**config.mk**
```make
export PLATFORM = sky130hd
export DESIGN_NAME = mult_acc
export DESIGN_NICKNAME = d
export VERILOG_FILES = /design/src/rtl/mult_acc.sv
export SDC_FILE = /design/constraint.sdc
export NUM_CORES = 1
export LEC_CHECK = 0
export ABC_AREA = 1
export CORE_MARGIN = 5
export CORE_UTILIZATION = 49
export CTS_CLUSTER_DIAMETER = 150
export CTS_CLUSTER_SIZE = 14
export DETAILED_ROUTE_END_ITERATION = 8
export PLACE_DENSITY = 0.78
export RECOVER_POWER = 50
export SETUP_SLACK_MARGIN = 0.5
export SLEW_MARGIN = 20
export SYNTH_ARGS = -nofsm -noshare
export SYNTH_HDL_FRONTEND = slang
export SYNTH_SLANG_ARGS = --single-unit
```
**constraint.sdc**
```tcl
create_clock -name CLK -period 2.4 [get_ports CLK]
set_input_delay 0.72 -clock CLK [delete_from_list [all_inputs] [get_ports CLK]]
set_output_delay 0.72 -clock CLK [all_outputs]
set_load 0.005 [all_outputs]
```
**src/rtl/mult_acc.sv**
```systemverilog
// Block accumulator: sums LEN unsigned 32-bit products into an ACC_W-bit register.
// It flags carry-out as a sticky OVF and holds the result until downstream takes it.
module mult_acc #(
  parameter int ACC_W = 48,
  parameter int LEN_W = 8
) (
  input  logic             CLK,
  input  logic             SCLR,
  input  logic             START,
  input  logic [LEN_W-1:0] LEN,
  input  logic [31:0]      P,
  input  logic             P_VALID,
  output logic             P_READY,
  output logic [ACC_W-1:0] ACC,
  output logic             OVF,
  output logic             OUT_VALID,
  input  logic             OUT_READY,
  output logic             BUSY
);

  typedef enum logic [1:0] {
    S_IDLE  = 2'd0,
    S_ACCUM = 2'd1,
    S_DONE  = 2'd2
  } state_t;

  state_t             state_q, state_d;
  logic [ACC_W-1:0]   acc_q, acc_d;
  logic               ovf_q, ovf_d;
  logic [LEN_W-1:0]   cnt_q, cnt_d;
  logic [LEN_W-1:0]   len_q, len_d;
  logic [ACC_W:0]     sum;
  logic [LEN_W:0]     cnt_inc;

  // Top bit of the result is the carry out of the accumulator width.
  function automatic logic [ACC_W:0] acc_add(input logic [ACC_W-1:0] a,
                                             input logic [31:0]      p);
    return {1'b0, a} + {{(ACC_W+1-32){1'b0}}, p};
  endfunction

  assign sum     = acc_add(acc_q, P);
  assign cnt_inc = {1'b0, cnt_q} + {{LEN_W{1'b0}}, 1'b1};

  always_comb begin
    state_d   = state_q;
    acc_d     = acc_q;
    ovf_d     = ovf_q;
    cnt_d     = cnt_q;
    len_d     = len_q;
    P_READY   = 1'b0;
    OUT_VALID = 1'b0;
    case (state_q)
      S_IDLE: begin
        if (START) begin
          acc_d = '0;
          ovf_d = 1'b0;
          if (LEN != '0) begin
            len_d   = LEN;
            cnt_d   = '0;
            state_d = S_ACCUM;
          end else begin
            state_d = S_DONE;
          end
        end
      end
      S_ACCUM: begin
        P_READY = 1'b1;
        if (P_VALID) begin
          acc_d = sum[ACC_W-1:0];
          if (sum[ACC_W]) ovf_d = 1'b1;
          cnt_d = cnt_inc[LEN_W-1:0];
          // Extended compare keeps LEN = 2^LEN_W-1 free of wrap.
          if (cnt_inc == {1'b0, len_q}) state_d = S_DONE;
        end
      end
      S_DONE: begin
        OUT_VALID = 1'b1;
        if (OUT_READY) state_d = S_IDLE;
      end
      default: state_d = S_IDLE;
    endcase
  end

  always_ff @(posedge CLK) begin
    if (SCLR) begin
      state_q <= S_IDLE;
      acc_q   <= '0;
      ovf_q   <= 1'b0;
      cnt_q   <= '0;
      len_q   <= '0;
    end else begin
      state_q <= state_d;
      acc_q   <= acc_d;
      ovf_q   <= ovf_d;
      cnt_q   <= cnt_d;
      len_q   <= len_d;
    end
  end

  assign ACC  = acc_q;
  assign OVF  = ovf_q;
  assign BUSY = (state_q != S_IDLE);

endmodule

```
==> results of run 1 <==
==> what timing repair did <==
action                                  CTS
hold buffers                              0
pin swaps                               181
buffers inserted                         43
gates resized for setup                 540
endpoints found under the setup margin   99
==> per-stage QoR <==
step / setup WS [ns] / hold WS [ns] / util, %
after CTS: 0.3649 / 0.4710 / 87.33
after floorplan: 0.1917 / 0.4442 / -
after global placement: -0.3997 / 0.4556 / 70.40
after detailed placement: -0.4224 / 0.4628 / 70.40
==> cell families after synthesis <==
family	after synthesis	synth area share, %
AOI/OAI and AO/OA	156	14.78
xor gates and xnor gates	2	0.3183
adders and majority gates	34	7.866
buffers and inverters	151	10.82
DFF	67	24.37
and+or+nand+nor	550	41.85
==> metal layers <==
metal  global-route usage (%)  GRT overflow
met2                    86.57             2
met3                    45.38             0
met5                    14.81             0
met4                    60.17             2
met1                    63.81             0
==> qor.txt, run 1 <==
Seq cells post-synth - 67
Mean Syn Cell Area - 5.733 sq um
Placed instance count - 1267
Clock Sinks - 67
Die W - 116.0 microns
Failed at - 5_1_grt
Mapped Area - 5504 sq um
Clock buffer depth - 2
Largest net degree at the start of global routing - 26
CTS Buf Count - 9
Tool Error - [ERROR GRT-0232] Routing congestion too high. Check the congestion heatmap in the GUI.
Total GRT Usage - 64.47%
Status - did not finish
Starting density of the core - 50.33%
Seq/Total Area, Yosys - 24.37%
GR repair worst EP - ACC[6]$_SDFFE_PP0P_/D
Port-buffer cells - 96
Congestion Overflow GR - 4
Yosys top cell by area - dfxtp_1
Die Span Y - 116.0 microns
Post-synth EDFFs - 0
Fraction of registers with async set/reset - 0%
Ys flop type - dfxtp_1
Std-Cell Rows - 38
Ys Warns - 0
Count leader, synth - nand2_1
Top cells by area, synth - dfxtp_1 24%, nand2_1 22%, a21oi_1 9.6%
H-tree levels - 3
Syn_nets - 1039
Total I/O pin count - 97
Hpwl dp - 14.29 mm
Worst EP Category - sequential cell input
Clock Root Buffer - clkbuf_16
Cell count after synthesis - 960
Top cells by count, synth - 323 x nand2_1, 131 x inv_1, 106 x a21oi_1
Placed Instance Area - 7699 sq um
Synth cell types - 41
Post-synth top area share - 24.37%
Routability cong. - 0.9791
==> inputs of run 2 (changes only) <==
- CORE_UTILIZATION: 49 -> 40
- CTS_CLUSTER_DIAMETER: 150 -> unset
- CTS_CLUSTER_SIZE: 14 -> unset
- PLACE_DENSITY: 0.78 -> unset
- PLACE_DENSITY_LB_ADDON: unset -> 0.15
- SETUP_SLACK_MARGIN: 0.5 -> unset
- clock period: 2.4 -> 3.1 ns (I/O delays scaled with it)
==> qor.txt, run 2 <==
Count leader, synth - nand2_1
Mapped Area - 5504 sq um
Final cell count without fillers - 1269
Post-layout util - 53.74%
DRC viols - 0
Post-synth top area share - 24.37%
Final Instance Area - 7173 sq um
Max reg flops - 48
CP required - 3.33 ns
Critical path class - primary input to flop
Placed instance count - 1253
CP cell instances - clkdlybuf4s50_1 -> ha_1 -> fa_1 -> nand2_1 -> nand2_1 -> and2_4 -> nand2_1 -> nand2_1 -> nand2_1 -> nand2_1 -> nand2_1 -> nand2_1 -> a31oi_1 -> nor2_1
Leak - 3.482 nW
Most frequent cells in the layout - 324 x nand2_1, 131 x inv_1, 106 x a21oi_1, 106 x nor2_1, 76 x nand3_1
Post-CTS Setup Bufs - 0
Fraction of registers with async set/reset - 0%
Routability cong. - 0.9094
Mean Syn Cell Area - 5.733 sq um
Std-Cell Rows - 42
Multi-input gate area - 3560 sq um
First-pass GRT wire length - 28.79 mm
Hold Crit Class - flop to flop
Synth cell types - 41
Ys flop type - dfxtp_1
Family with the most delay on the worst path - simple AND/OR/NAND/NOR gates
RSZ-0062 raised after global routing - no
Length of routed met3 wiring - 987 microns
Initial DRC count - 349
Top cells by area, synth - dfxtp_1 24%, nand2_1 22%, a21oi_1 9.6%
Clock buffer depth - 2
Final Power - 2.783 mW
Critical Path Most Common Cell - nand2_1
Syn_nets - 1039
Vias per cell - 4.924
Final Skew - 0.007899 ns
Post-CTS Resized - 0
Slowest stage cell, crit path - clkdlybuf4s50_1
Yosys top cell by area - dfxtp_1
Top routing layer used - met4
Clock Root Buffer - clkbuf_16
Actual slew at the worst max-slew pin - 0.8819 ns
Wire per inst - 13.70 microns
Area Overhead vs Synth - 30.33%
Slew headroom - 41.21%
Die W - 127.3 microns
Largest net degree at the start of global routing - 47
Met2 wire length - 7.882 mm
Clock Sinks - 67
Nets - 1167
Worst R2R Setup Slack - 0.94 ns
VDD IR max - 233.8 uV
FF-to-FF End - OVF$_SDFFE_PP0P_
Final Hold Vio Count - 0
Post-synth EDFFs - 0
Seq. cell area - 1341 sq um
Layout cells sized above 1 - 6.770%
CTS tree - yes
Ys Warns - 0
Max Clock Freq - 353.7 MHz
Worst-path maximum fanout - 5
Final hold slack - 0.4694 ns
Fin worst setup slack - 0.2724 ns
Fill cells - 1458
Post-Route WL - 17.39 mm
Max Cap Violations - 0
Hold endpoint - len_q[5]$_SDFFE_PP0P_
Die Span Y - 127.3 microns
Core ar. - 13350 sq um
Max incr delay on CP - 0.41 ns
PwrDens - 387.9 nW/um^2
CP Launch Type - primary input
Seq/Total Area, Yosys - 24.37%
H-tree levels - 3
Port-buffer cells - 96
DRT Pass-1 Iters - 5
Hold_sp - len_q[5]$_SDFFE_PP0P_
Diode count - 0
CTS Buf Count - 9
CP Data Arrival Time - 3.06 ns
Total I/O pin count - 97
Status - completed
Crit path time final - 2.828 ns
Hpwl dp - 13.72 mm
Top cells by count, synth - 323 x nand2_1, 131 x inv_1, 106 x a21oi_1
M1 WL - 8.140 mm
Worst skew pair latency - 0.34 ns
Placement Setup Slack - -0.07270 ns
Antenna-violating nets left - 0
Crit. End Element - flop
Via Count - 6248
Placed Instance Area - 6867 sq um
Total GRT Usage - 21.89%
Seq cells post-synth - 67
Die Area - 16210 sq um
Period Utilization, post-route - 91.21%
Reg2Reg Depth - 13
Hold-fix buffers, CTS - 0
Commonest non-fill, non-tap cell in the layout - nand2_1
Vias in the first global route - 5844
Initial antenna violation count - 0
Hold path cells - 2
Slew Limit Fails - 0
Worst Path Buf+Inv - 1
Starting density of the core - 41.24%
Clock transition at the registers of the reported paths - 0.06 ns
Congestion Overflow GR - 0
Final setup fails - 0
Worst r2r src - ACC[0]$_SDFFE_PP0P_
Cell count after synthesis - 960
Setup TNS - 0 ns
-- run 2: worst min-delay path, stage by stage, from the launching register on --
cell and delay, ns:
dfxtp_1 0.31, inv_1 0.06, a21oi_1 0.05
-- run 2: routing by layer --
layer	track usage, %	up-vias
met4	8.265	0
li1	-	3329
met3	3.631	24
met1	28.86	2750
met2	35.86	145
met5	0	-
-- run 2: how the worst max path moves through the flow --
stage | startpoint | end | slack (ns) | cells after the start
after floorplan | P[0] | ACC[16]$_SDFFE_PP0P_ | 0.55 | 12
after global placement | P[0] | ACC[16]$_SDFFE_PP0P_ | -0.02 | 13
after detailed placement | P[0] | OVF$_SDFFE_PP0P_ | -0.07 | 14
after CTS | P[0] | ACC[34]$_SDFFE_PP0P_ | 0.30 | 15
after global routing | P[0] | ACC[42]$_SDFFE_PP0P_ | 0.001 | 15
final | P[0] | OVF$_SDFFE_PP0P_ | 0.27 | 14
-- run 2: report_power, final --
group | total [mW] | internal (mW) | switching [mW]
clock network | 1.12 | 0.703 | 0.418
logic | 0.726 | 0.294 | 0.432
registers | 0.937 | 0.904 | 0.0329
-- run 2: layout make-up --
cell class                      count  share of cell area [%]
Timing Repair Buffer              132                   17.04
Sequential cell                    67                   18.70
Clock buffer                        9                   3.140
Inverter                          136                   7.134
Multi-Input combinational cell    742                   49.62
Clock inverter                      7                   1.291
Tap cell                          176                   3.070
-- run 2: cell families after synthesis --
| group | after synthesis | share of synthesized area (%) |
|---|---|---|
| XOR/XNOR | 2 | 0.3183 |
| buffers and inverters | 151 | 10.82 |
| AO/OA/AOI/OAI | 156 | 14.78 |
| adder cells (fa/ha/maj) | 34 | 7.866 |
| AND/OR/NAND/NOR | 550 | 41.85 |
| flip-flops | 67 | 24.37 |
Power figures use the tool's default switching activity.
==> inputs of run 3 (changes only) <==
- CORE_UTILIZATION: 40 -> 34
==> qor.txt, run 3 (synthesis gave the netlist of run 2 again) <==
Vias in the first global route - 5863
Clock transition at the registers of the reported paths - 0.06 ns
Clock buffer depth - 2
Total I/O pin count - 97
Status - completed
Final cell count without fillers - 1314
Placed Instance Area - 6954 sq um
VDD IR max - 293.6 uV
Die Span Y - 137.2 microns
Worst skew pair latency - 0.35 ns
Crit. End Element - flop
Post-layout util - 45.59%
RSZ-0062 raised after global routing - no
Clock Sinks - 67
Diode count - 0
FF-to-FF End - ACC[41]$_SDFFE_PP0P_
Final Instance Area - 7242 sq um
Max Clock Freq - 349.3 MHz
Port-buffer cells - 96
Wire per inst - 13.79 microns
Max reg flops - 48
Placed instance count - 1298
CP required - 3.37 ns
Slew headroom - 41.52%
Layout cells sized above 1 - 7.286%
Post-CTS Setup Bufs - 0
Slowest stage cell, crit path - clkdlybuf4s50_1
Setup TNS - 0 ns
Commonest non-fill, non-tap cell in the layout - nand2_1
Fill cells - 1767
Die Area - 18830 sq um
Slew Limit Fails - 0
Crit path time final - 2.863 ns
Die W - 137.2 microns
CTS Buf Count - 9
Congestion Overflow GR - 0
PwrDens - 379.5 nW/um^2
CP Data Arrival Time - 3.13 ns
Critical Path Most Common Cell - nand2_1
Initial antenna violation count - 0
Post-Route WL - 18.13 mm
Largest net degree at the start of global routing - 47
Clock Root Buffer - clkbuf_16
Std-Cell Rows - 46
Leak - 3.501 nW
Max Cap Violations - 0
Via Count - 6227
Worst r2r src - ACC[18]$_SDFFE_PP0P_
Nets - 1172
CTS tree - yes
Area Overhead vs Synth - 31.58%
Worst-path maximum fanout - 4
First-pass GRT wire length - 29.30 mm
Core ar. - 15890 sq um
CP Launch Type - primary input
Post-CTS Resized - 0
Critical Path Start - P[18]
Critical Path End - ACC[35]$_SDFFE_PP0P_
DRT Pass-1 Iters - 5
H-tree levels - 3
Period Utilization, post-route - 92.35%
Vias per cell - 4.739
CP cell instances - clkdlybuf4s50_1 -> ha_1 -> a21oi_1 -> buf_4 -> nand2_1 -> a21oi_1 -> nand3_1 -> nand2_1 -> nand2_1 -> nand2_1 -> nand2_1 -> a21oi_1
Final setup fails - 0
Routability cong. - 0.9146
Antenna-violating nets left - 0
Max incr delay on CP - 0.41 ns
Critical path class - primary input to flop
Final Hold Vio Count - 0
Hold Crit Class - flop to flop
Final Skew - 0.007516 ns
Hold-fix buffers, CTS - 0
Total GRT Usage - 19.72%
Fin worst setup slack - 0.2370 ns
Actual slew at the worst max-slew pin - 0.8740 ns
Hold path cells - 2
Placement Setup Slack - -0.08539 ns
Starting density of the core - 34.65%
Most frequent cells in the layout - 323 x nand2_1, 131 x inv_1, 107 x a21oi_1
DRC viols - 0
Worst R2R Setup Slack - 0.94 ns
Reg2Reg Depth - 12
Initial DRC count - 392
Hpwl dp - 14.39 mm
==> run 3: per-stage QoR <==
step	hold slack (ns)	total power, mW
after floorplan	0.4442	1.395
after global placement	0.4598	1.708
after detailed placement	0.4668	1.706
after CTS	0.4750	2.797
after global routing	0.4923	2.908
final	0.4707	2.748
==> run 3: layer usage <==
metal  routed length (microns)  vias to the layer above  track usage, %
met5                         0                        -               0
met4                       269                        0           6.098
li1                          -                     3333               -
met3                       762                       19           2.849
met1                      8839                     2738           26.42
met2                      8254                      137           32.81
==> run 3: power breakdown <==
group | total, mW | leakage, nW | internal, mW | switching [mW]
Sequential | 0.937 | 0.544 | 0.904 | 0.0333
Combinational | 0.732 | 2.81 | 0.300 | 0.433
Clock | 1.08 | 0.148 | 0.645 | 0.434
==> run 3: worst min path at each step <==
stage                               start                    end
floorplan           len_q[4]$_SDFFE_PP0P_  len_q[4]$_SDFFE_PP0P_
global placement    len_q[4]$_SDFFE_PP0P_  len_q[4]$_SDFFE_PP0P_
detailed placement  len_q[4]$_SDFFE_PP0P_  len_q[4]$_SDFFE_PP0P_
CTS                 len_q[4]$_SDFFE_PP0P_  len_q[4]$_SDFFE_PP0P_
global route         ACC[14]$_SDFFE_PP0P_   ACC[14]$_SDFFE_PP0P_
finish              len_q[4]$_SDFFE_PP0P_  len_q[4]$_SDFFE_PP0P_
==> run 3: layout make-up <==
type / instances / area, sq um / share of cell area (%)
Clock buffer: 10 / 239.0 / 3.300
Clock inverter: 6 / 65.06 / 0.8984
Tap cell: 216 / 270.3 / 3.732
Multi-Input combinational cell: 742 / 3553 / 49.07
Sequential cell: 67 / 1341 / 18.52
Inverter: 136 / 511.7 / 7.066
Timing Repair Buffer: 137 / 1261 / 17.42
==> run 3: worst max-delay path, delay by kind of cell <==
| family | cells | cell delay (ns) |
|---|---|---|
| AO/OA/AOI/OAI | 3 | 0.53 |
| adder cells (fa/ha/maj) | 1 | 0.37 |
| buffers and inverters | 2 | 0.55 |
| AND/OR/NAND/NOR | 6 | 0.74 |
==> inputs of run 4 (changes only) <==
- CORE_UTILIZATION: 34 -> 54
- SKIP_LAST_GASP: unset -> 1
==> qor.txt, run 4 (synthesis gave the netlist of run 2 again) <==
Via Count - 6359
Clock transition at the registers of the reported paths - 0.08 ns
H-tree levels - 3
Post-layout util - 70.00%
VDD IR max - 249.3 uV
Hold Crit Class - flop to flop
Reg2Reg Depth - 9
Switch share - 36.51%
Final Instance Area - 6905 sq um
Worst R2R Setup Slack - 0.81 ns
Hpwl dp - 12.69 mm
Post-CTS Setup Bufs - 0
Critical Path End - ACC[42]$_SDFFE_PP0P_
Die Area - 12310 sq um
DRC viols - 0
Die Span Y - 111.0 microns
Max Clock Freq - 353.4 MHz
Final setup fails - 0
Wire per inst - 13.16 microns
Area Overhead vs Synth - 25.46%
Port-buffer cells - 96
Placed instance count - 1200
Clock Sinks - 67
Vias in the first global route - 5945
RSZ-0062 raised after global routing - no
Antenna-violating nets left - 0
Final hold slack - 0.4790 ns
Nets - 1157
Combinational share of power - 29.9%
Clock buffer depth - 2
Worst-path maximum fanout - 5
Congestion Overflow GR - 0
Die W - 111.0 microns
Actual slew at the worst max-slew pin - 0.7733 ns
Total I/O pin count - 97
Final Hold Vio Count - 0
Max Cap Violations - 0
CTS tree - yes
Status - completed
Slew Limit Fails - 0
Crit path time final - 2.830 ns
Core ar. - 9864 sq um
Initial antenna violation count - 0
Critical path class - primary input to flop
Worst skew pair latency - 0.36 ns
Final Power - 2.338 mW
FF-to-FF End - ACC[2]$_SDFFE_PP0P_
Internal - 1.485 mW
Final cell count without fillers - 1216
Layout cells sized above 1 - 5.817%
Initial DRC count - 368
Total GRT Usage - 25.73%
Post-Route WL - 16.01 mm
Starting density of the core - 55.80%
Final Skew - 0.01502 ns
Post-CTS Resized - 0
Placed Instance Area - 6743 sq um
Slew headroom - 48.26%
First-pass GRT wire length - 26.82 mm
Crit. End Element - flop
Largest net degree at the start of global routing - 47
Fin worst setup slack - 0.2705 ns
Critical Path Start - P[0]
Clock Root Buffer - clkbuf_8
PwrDens - 338.6 nW/um^2
Diode count - 0
CTS Buf Count - 9
CP Launch Type - primary input
Most frequent cells in the layout - 323 x nand2_1, 132 x inv_1, 106 x a21oi_1, 106 x nor2_1, 76 x nand3_1
Placement Setup Slack - -0.05733 ns
Std-Cell Rows - 36
Flop pwr share - 40.0%
Worst r2r src - state_q[0]$_SDFFE_PP0P_
Commonest non-fill, non-tap cell in the layout - nand2_1
Leak - 3.350 nW
Sw power - 0.8537 mW
Hold path cells - 2
Vias per cell - 5.229
Period Utilization, post-route - 91.27%
CP Data Arrival Time - 3.08 ns
Hold-fix buffers, CTS - 0
Clock power share - 30.1%
Routability cong. - 0.9709
Setup TNS - 0 ns
DRT Pass-1 Iters - 6
CP required - 3.35 ns
Fill cells - 923
Max reg flops - 48
[run 4: changes by cell type in the layout (fill, tap and decap cells not counted), moves of 2 or more]
cell and change:
buf_4 -16, clkbuf_16 -9, clkbuf_8 +8, clkdlybuf4s50_1 +5, dlygate4sd3_1 -4, clkinv_2 -2, inv_6 +2
[run 4: layout make-up]
type	count	area, sq um	area share (%)
multi-input combinational	742	3557	51.51
sequential	67	1341	19.42
timing repair buffer	122	1151	16.67
clock buffer	10	127.6	1.848
inverter	136	511.7	7.411
tap	133	166.4	2.410
clock inverter	6	50.05	0.7248
[run 4: routing by layer]
layer	part of all wire, %	track usage (%)	vias to the layer above	wire (microns)
li1	-	-	3314	-
met2	47	44.66	228	7522
met1	44	32.60	2798	7104
met4	1.3	6.732	0	211
met3	7.3	4.967	19	1169
met5	0	0	-	0
[run 4: power by group through the flow]
| stage | Combinational, mW | Sequential, mW | Clock, mW |
|---|---|---|---|
| after floorplan | 0.442 | 0.953 | 0 |
| final | 0.698 | 0.936 | 0.704 |
| after detailed placement | 0.708 | 0.957 | 0 |
| after global routing | 0.780 | 0.942 | 0.751 |
| after CTS | 0.712 | 0.937 | 0.717 |
| after global placement | 0.704 | 0.955 | 0 |
[run 4: how the worst min path moves through the flow]
| stage | from | end |
|---|---|---|
| floorplan | len_q[4]$_SDFFE_PP0P_ | len_q[4]$_SDFFE_PP0P_ |
| global placement | len_q[4]$_SDFFE_PP0P_ | len_q[4]$_SDFFE_PP0P_ |
| detailed placement | len_q[1]$_SDFFE_PP0P_ | len_q[1]$_SDFFE_PP0P_ |
| CTS | len_q[1]$_SDFFE_PP0P_ | len_q[1]$_SDFFE_PP0P_ |
| global route | cnt_q[4]$_SDFFE_PP0P_ | cnt_q[4]$_SDFFE_PP0P_ |
| finish | len_q[1]$_SDFFE_PP0P_ | len_q[1]$_SDFFE_PP0P_ |
[run 4: critical path, cell delays in order]
cell	delay, ns
clkdlybuf4s50_1	0.40
ha_1	0.22
fa_1	0.39
nand2_1	0.10
nand2_1	0.08
nand3b_1	0.09
nand2_1	0.14
nand2_1	0.09
nand2_1	0.07
nand2_1	0.10
nand2_1	0.10
nand2_1	0.07
nand2_1	0.09
a21oi_1	0.15
nor2_1	0.06
